`config.mk`:
```
export PLATFORM = sky130hd
export DESIGN_NAME = keypad_event_capture_flat
export DESIGN_NICKNAME = d
export VERILOG_FILES = /design/src/rtl/keypad_event_capture_if.sv /design/src/rtl/keypad_event_capture.sv /design/src/flat_wrapper.sv
export SDC_FILE = /design/constraint.sdc
export NUM_CORES = 1
export LEC_CHECK = 0
export CORE_MARGIN = 3
export CORE_UTILIZATION = 45
export DETAILED_ROUTE_END_ITERATION = 8
export PLACE_DENSITY_LB_ADDON = 0.2
export SYNTH_ARGS = -nofsm -noshare
export SYNTH_HDL_FRONTEND = slang
export SYNTH_SLANG_ARGS = --single-unit
```
`constraint.sdc`:
```
create_clock -name clk -period 9.65 [get_ports clk]
set_input_delay 2.895 -clock clk [delete_from_list [all_inputs] [get_ports clk]]
set_output_delay 2.895 -clock clk [all_outputs]
set_load 0.005 [all_outputs]
```
`src/rtl/keypad_event_capture_if.sv`:
```
// Key-event stream from keypad_event_capture to its consumer.
// The consumer takes the head event when evt_valid && evt_ready.
interface keypad_event_capture_if;
    logic       evt_valid;
    logic       evt_ready;
    logic [3:0] evt_code;
    logic       evt_repeat;

    modport master (
        output evt_valid,
        output evt_code,
        output evt_repeat,
        input  evt_ready
    );

    modport slave (
        input  evt_valid,
        input  evt_code,
        input  evt_repeat,
        output evt_ready
    );
endinterface

```
`src/rtl/keypad_event_capture.sv`:
```
// Turns the active-low keypad encoder code into debounced press/change/repeat events.
// The events are queued in a small FIFO that drives a valid/ready interface.
module keypad_event_capture #(
    parameter int unsigned DEBOUNCE_CYCLES = 16,
    parameter int unsigned REPEAT_DELAY    = 1000,
    parameter int unsigned REPEAT_PERIOD   = 200,
    parameter int unsigned FIFO_DEPTH      = 4,
    parameter int unsigned CNT_W           = 16
) (
    input  logic                          clk,
    input  logic                          rst_n,
    input  logic                          Y3_n,
    input  logic                          Y2_n,
    input  logic                          Y1_n,
    input  logic                          Y0_n,
    keypad_event_capture_if.master        evt,
    output logic [$clog2(FIFO_DEPTH):0]   fifo_count,
    output logic                          overflow,
    input  logic                          clr_overflow,
    output logic                          key_held,
    output logic [3:0]                    held_code
);

    localparam int unsigned PtrW = $clog2(FIFO_DEPTH);
    localparam int unsigned CntW = PtrW + 1;
    localparam logic [CNT_W-1:0] DebLast    = CNT_W'(DEBOUNCE_CYCLES - 1);
    localparam logic [CNT_W-1:0] DelayLast  = CNT_W'(REPEAT_DELAY - 1);
    localparam logic [CNT_W-1:0] PeriodLast = CNT_W'(REPEAT_PERIOD - 1);
    localparam bit               RepeatEn   = (REPEAT_DELAY != 0);

    typedef enum logic [1:0] {StIdle, StDeb, StHeld, StRel} state_e;

    // ------------------------------------------------------------------
    // Input synchroniser
    // ------------------------------------------------------------------
    logic [3:0] sync1_q, sync2_q;
    logic [3:0] code_raw, code_s;

    always_ff @(posedge clk or negedge rst_n) begin
        if (!rst_n) begin
            sync1_q <= 4'hF;
            sync2_q <= 4'hF;
        end else begin
            sync1_q <= {Y3_n, Y2_n, Y1_n, Y0_n};
            sync2_q <= sync1_q;
        end
    end

    // Codes above 9 are not real keys and read as "no key".
    assign code_raw = ~sync2_q;
    assign code_s   = (code_raw > 4'd9) ? 4'd0 : code_raw;

    // ------------------------------------------------------------------
    // Debounce / repeat FSM
    // ------------------------------------------------------------------
    state_e           state_q;
    logic [3:0]       cand_q;
    logic [CNT_W-1:0] deb_q;
    logic [CNT_W-1:0] rep_q;
    logic             first_q;
    logic [3:0]       held_code_q;

    logic [CNT_W-1:0] rep_limit;
    logic             rep_hit;
    logic             push;
    logic [3:0]       push_code;
    logic             push_rep;

    always_comb begin
        rep_limit = first_q ? DelayLast : PeriodLast;
        rep_hit   = RepeatEn && (state_q == StHeld) && (code_s == held_code_q) &&
                    (rep_q == rep_limit);
        push      = 1'b0;
        push_code = 4'd0;
        push_rep  = 1'b0;
        case (state_q)
            StDeb: begin
                if ((code_s != 4'd0) && (code_s == cand_q) && (deb_q == DebLast)) begin
                    push      = 1'b1;
                    push_code = cand_q;
                end
            end
            StHeld: begin
                if (rep_hit) begin
                    push      = 1'b1;
                    push_code = held_code_q;
                    push_rep  = 1'b1;
                end
            end
            StRel: begin
                if ((code_s != held_code_q) && (code_s == cand_q) && (deb_q == DebLast) &&
                    (cand_q != 4'd0)) begin
                    push      = 1'b1;
                    push_code = cand_q;
                end
            end
            default: ;
        endcase
    end

    always_ff @(posedge clk or negedge rst_n) begin
        if (!rst_n) begin
            state_q     <= StIdle;
            cand_q      <= 4'd0;
            deb_q       <= '0;
            rep_q       <= '0;
            first_q     <= 1'b0;
            held_code_q <= 4'd0;
        end else begin
            case (state_q)
                StIdle: begin
                    if (code_s != 4'd0) begin
                        state_q <= StDeb;
                        cand_q  <= code_s;
                        deb_q   <= CNT_W'(1);
                    end
                end
                StDeb: begin
                    if (code_s == 4'd0) begin
                        state_q <= StIdle;
                    end else if (code_s != cand_q) begin
                        cand_q <= code_s;
                        deb_q  <= CNT_W'(1);
                    end else if (deb_q == DebLast) begin
                        state_q     <= StHeld;
                        held_code_q <= cand_q;
                        rep_q       <= '0;
                        first_q     <= 1'b1;
                    end else begin
                        deb_q <= deb_q + CNT_W'(1);
                    end
                end
                StHeld: begin
                    if (code_s == held_code_q) begin
                        if (RepeatEn) begin
                            if (rep_hit) begin
                                rep_q   <= '0;
                                first_q <= 1'b0;
                            end else begin
                                rep_q <= rep_q + CNT_W'(1);
                            end
                        end
                    end else begin
                        state_q <= StRel;
                        cand_q  <= code_s;
                        deb_q   <= CNT_W'(1);
                    end
                end
                StRel: begin
                    // A bounce back to the held key resumes HELD without a new event.
                    if (code_s == held_code_q) begin
                        state_q <= StHeld;
                        rep_q   <= '0;
                        first_q <= 1'b1;
                    end else if (code_s != cand_q) begin
                        cand_q <= code_s;
                        deb_q  <= CNT_W'(1);
                    end else if (deb_q == DebLast) begin
                        if (cand_q == 4'd0) begin
                            state_q     <= StIdle;
                            held_code_q <= 4'd0;
                        end else begin
                            state_q     <= StHeld;
                            held_code_q <= cand_q;
                            rep_q       <= '0;
                            first_q     <= 1'b1;
                        end
                    end else begin
                        deb_q <= deb_q + CNT_W'(1);
                    end
                end
                default: state_q <= StIdle;
            endcase
        end
    end

    assign key_held  = (state_q == StHeld);
    assign held_code = held_code_q;

    // ------------------------------------------------------------------
    // Event FIFO with registered head
    // ------------------------------------------------------------------
    logic [4:0]      mem_q [FIFO_DEPTH];
    logic [PtrW-1:0] wr_ptr_q, rd_ptr_q, rd_ptr_d;
    logic [CntW-1:0] count_q, count_d;
    logic            valid_q;
    logic [3:0]      head_code_q;
    logic            head_rep_q;
    logic            overflow_q;

    logic            pop, full, do_push, drop;
    logic [4:0]      head_d;

    always_comb begin
        pop      = valid_q && evt.evt_ready;
        full     = (count_q == CntW'(FIFO_DEPTH));
        do_push  = push && (!full || pop);
        drop     = push && full && !pop;
        rd_ptr_d = rd_ptr_q + PtrW'(pop);
        count_d  = count_q + CntW'(do_push) - CntW'(pop);
        // The slot being written is the next head only when the FIFO drains to it.
        if (do_push && (rd_ptr_d == wr_ptr_q)) begin
            head_d = {push_code, push_rep};
        end else begin
            head_d = mem_q[rd_ptr_d];
        end
        if (count_d == '0) begin
            head_d = 5'd0;
        end
    end

    always_ff @(posedge clk or negedge rst_n) begin
        if (!rst_n) begin
            for (int i = 0; i < FIFO_DEPTH; i++) begin
                mem_q[i] <= 5'd0;
            end
            wr_ptr_q    <= '0;
            rd_ptr_q    <= '0;
            count_q     <= '0;
            valid_q     <= 1'b0;
            head_code_q <= 4'd0;
            head_rep_q  <= 1'b0;
            overflow_q  <= 1'b0;
        end else begin
            if (do_push) begin
                mem_q[wr_ptr_q] <= {push_code, push_rep};
                wr_ptr_q        <= wr_ptr_q + PtrW'(1);
            end
            rd_ptr_q    <= rd_ptr_d;
            count_q     <= count_d;
            valid_q     <= (count_d != '0);
            head_code_q <= head_d[4:1];
            head_rep_q  <= head_d[0];
            if (drop) begin
                overflow_q <= 1'b1;
            end else if (clr_overflow) begin
                overflow_q <= 1'b0;
            end
        end
    end

    assign evt.evt_valid  = valid_q;
    assign evt.evt_code   = head_code_q;
    assign evt.evt_repeat = head_rep_q;
    assign fifo_count     = count_q;
    assign overflow       = overflow_q;

endmodule

```
`src/flat_wrapper.sv`:
```
// flat-port wrapper written by rule: the top's interface ports become plain ports
module keypad_event_capture_flat 
#(
    parameter int unsigned DEBOUNCE_CYCLES = 16,
    parameter int unsigned REPEAT_DELAY    = 1000,
    parameter int unsigned REPEAT_PERIOD   = 200,
    parameter int unsigned FIFO_DEPTH      = 4,
    parameter int unsigned CNT_W           = 16
)
  (clk, rst_n, Y3_n, Y2_n, Y1_n, Y0_n, fifo_count, overflow, clr_overflow, key_held, held_code, evt_evt_valid, evt_evt_code, evt_evt_repeat, evt_evt_ready);
  keypad_event_capture_if evt_i ();
  input  logic clk;
  input  logic rst_n;
  input  logic Y3_n;
  input  logic Y2_n;
  input  logic Y1_n;
  input  logic Y0_n;
  output logic [$clog2(FIFO_DEPTH):0] fifo_count;
  output logic overflow;
  input  logic clr_overflow;
  output logic key_held;
  output logic [3:0] held_code;
  output wire logic [$bits(evt_i.evt_valid)-1:0] evt_evt_valid;
  output wire logic [$bits(evt_i.evt_code)-1:0] evt_evt_code;
  output wire logic [$bits(evt_i.evt_repeat)-1:0] evt_evt_repeat;
  input wire logic [$bits(evt_i.evt_ready)-1:0] evt_evt_ready;
  assign evt_evt_valid = evt_i.evt_valid;
  assign evt_evt_code = evt_i.evt_code;
  assign evt_evt_repeat = evt_i.evt_repeat;
  assign evt_i.evt_ready = evt_evt_ready;
  keypad_event_capture #(.DEBOUNCE_CYCLES(DEBOUNCE_CYCLES), .REPEAT_DELAY(REPEAT_DELAY), .REPEAT_PERIOD(REPEAT_PERIOD), .FIFO_DEPTH(FIFO_DEPTH), .CNT_W(CNT_W)) u_core (.clk(clk), .rst_n(rst_n), .Y3_n(Y3_n), .Y2_n(Y2_n), .Y1_n(Y1_n), .Y0_n(Y0_n), .evt(evt_i), .fifo_count(fifo_count), .overflow(overflow), .clr_overflow(clr_overflow), .key_held(key_held), .held_code(held_code));
endmodule
```
==> flow_summary.ini <==
[route]
ant_nets = 0
wl_mm = 9.58
remaining_drc_errors = 0
via_per_inst = 5.79
first_pass_iters = 4
routedWlPerCell_um = 17.0
drtIter0Drc = 169
routed-via-count = 3267

[sta]
skew_ps = 9.97
setup_violations = 0
slew_violations = 0
timing.slew.headroom_pct = 27.8
finalCriticalPeriod_ps = 5700
worstMarginPinSlew_ps = 1080
hold_violations = 0
fin_crit_sh_pct = 59.1
hold_slack_ps = 360
rsz0062_at_grt = no
setup_tns_ps = 0
timing.fmax_mhz = 175

[floorplanning]
die_w_um = 106
row_count = 35
io-pin-count = 23
initial_core_util_pct = 47.7
core_area_mm2 = 0.00950
die-area_mm2 = 0.0113
fp.dieH_um = 106

[hold_path]
worstHoldPathCells = 0
hp-class = register to register

[cells_and_area]
drive_above_1_share_pct = 17.7
fin_area_mm2 = 0.00513
layout_commonest_cell = dfrtp_1
area_delta_synth_final_pct = 13.1
finalNonFillerCells = 564
num_antenna_cells = 0
nets = 448
mostFrequentLayoutCells = 77 x dfrtp_1, 22 x nor2_1

[logic_synthesis]
synth_ff_type = dfrtp_1
netlist.area_leader.share_pct = 42.5
synth_edf_count = 0
syn_area_per_cell_um2 = 11.1
netlist_instances = 409
yosys.area.top_type = dfrtp_1
synth-seq-cells = 85
netlist_area_mm2 = 0.00453
synth.area.top_cells = dfrtp_1 43%, mux2_4 7.0%, dfstp_2 4.6%, xnor2_1 2.9%, ha_1 2.5%
async_flop_share_pct = 100
ys_types = 64
yosys_warnings = 0
ys_seq_area_share_pct = 47.2
syn_nets = 427

[worst_setup_path]
crit_required_ps = 9850
critical_path.slowest_cell = nor3_1
start_kind = input pin
critPathKind = input pin to register
cpLargestDelayFamily = simple AND/OR/NAND/NOR gates
cp.arrival_ps = 5910
r2r_setup_slack_ps = 5510
r2r_cells = 11
crit_path_max_incr_delay_ps = 570
worst_setup_path_end_kind = register
worstPathCellList = clkdlybuf4s50_1, nand2_1, nand4_1, nand2_1, inv_1, ha_1, fa_1, xnor2_1, xnor2_1, nor3_1, nor3_1
worst-path-buf-inv = 2
path_depth = 11
crit_fanout = 8

[grt]
track_usage_pct = 17.8
busiest_layer = met2
use_met2_pct = 27.8
grt_util_met3_pct = 3.40
use_met1_pct = 25.4
gr-total-overflow = 0
grt_max_degree = 54
grt_pass1_wl_mm = 16.3
grt_pass1_vias = 3208
antenna_found_initial = 0

[cts]
clk_latency_ps = 350
clkTransAtPathRegs_ps = 80
cts_tree = done
post_cts_resized = 0
cts.htree.levels = 3
root_buffer = clkbuf_8
cts_made_buffers = 9
hold_buffers = 0
clockBufferDepth = 2
post-cts-setup-buffer-count = 0
clock-sinks = 85

[placed_design]
dpl-instance-area_mm2 = 0.00487
dp_hpwl_mm = 6.61
io_buffers = 22
place_congestion = 0.770
place_inst = 548

[power_and_ir_drop]
report.power.total_mw = 0.873
powerDensity_mw_per_mm2 = 170
irDropWorstVdd_uv = 105
p_leak_nw = 2.17

[status]
status = finished clean

[job]
max_cap_violations = 0
## cell families after synthesis
group           share of synthesized area [%]
compound gates                           12.7
xor+xnor                                 3.09
fa+ha+maj                                2.93
buf+inv                                  3.34
flops                                    47.2
mux                                      11.3
simple gates                             19.4
## metal layers
| layer | share of wire (%) | routed length (µm) | up-vias |
|---|---|---|---|
| met5 | 0 | 0 | - |
| met4 | 1.0 | 97 | 0 |
| met3 | 3.7 | 354 | 11 |
| met2 | 46 | 4440 | 71 |
| met1 | 49 | 4690 | 1626 |
| li1 | - | - | 1559 |
## synthesized netlist by cell type (all sizes together), types with 3 or more instances
cell type  instances
dfrtp             77
mux2              26
nor2              22
a21oi             21
inv               21
nand2             21
nand3             21
a31oi             15
xnor2             15
nor3              13
o21ai             13
nand4             10
buf                9
ha                 9
dfstp              8
nor4               8
nor2b              7
clkbuf             6
or3                6
and3               5
mux4               5
nand2b             5
or4                5
a211o              4
a32o               4
and2               4
nor3b              4
o31ai              4
a211oi             3
a41oi              3
mux2i              3
nor4b              3
o2bb2ai            3
or2                3
## power by group
group / internal [mW] / switching [mW] / leakage (nW) / total [mW]
Clock: 0.199 / 0.129 / 0.131 / 0.327
Sequential: 0.376 / 0.0152 / 1.13 / 0.391
Combinational: 0.0639 / 0.0906 / 0.908 / 0.155
## path summary, 6_finish.rpt
path / start / end
max in group asynchronous: rst_n / u_core.mem_q[17]$_DFFE_PN0P_
hold / removal: u_core.sync1_q[0]$_DFF_PN1_ / u_core.sync2_q[0]$_DFF_PN1_
setup reg to reg: u_core.deb_q[13]$_DFFE_PN0P_ / u_core.evt.evt_code[2]$_DFF_PN0_
hold reg to reg: u_core.sync1_q[0]$_DFF_PN1_ / u_core.sync2_q[0]$_DFF_PN1_
min in group asynchronous: rst_n / u_core.deb_q[10]$_DFFE_PN0P_
setup / recovery: evt_evt_ready / u_core.evt.evt_code[2]$_DFF_PN0_
## cell type report
cell class	count	area (µm²)
clock inverters	6	134
fillers	825	4380
well taps	129	161
clock buffers	10	128
multi-input cells	288	2250
inverters	21	78.8
repair buffers	25	240
flip-flops and latches	85	2140
## state kept, by name (all words and copies together) (netlist names), 2 cells and up
signal	cells
u_core.held_code	4
u_core.cand_q	4
u_core.rep_q	16
u_core.state_q	2
u_core.deb_q	16
u_core.rd_ptr_q	2
u_core.sync2_q	4
u_core.evt.evt_code	4
u_core.wr_ptr_q	2
u_core.mem_q	20
u_core.sync1_q	4
u_core.fifo_count	3
## per-stage QoR
step	utilization, %	worst slack [ps]
after floorplan	-	4470
after global placement	51.2	3730
after detailed placement	51.2	3620
after CTS	54.0	3980
after global routing	54.0	3710
final	54.0	3950
No activity file was read; power rests on OpenSTA's default activity.
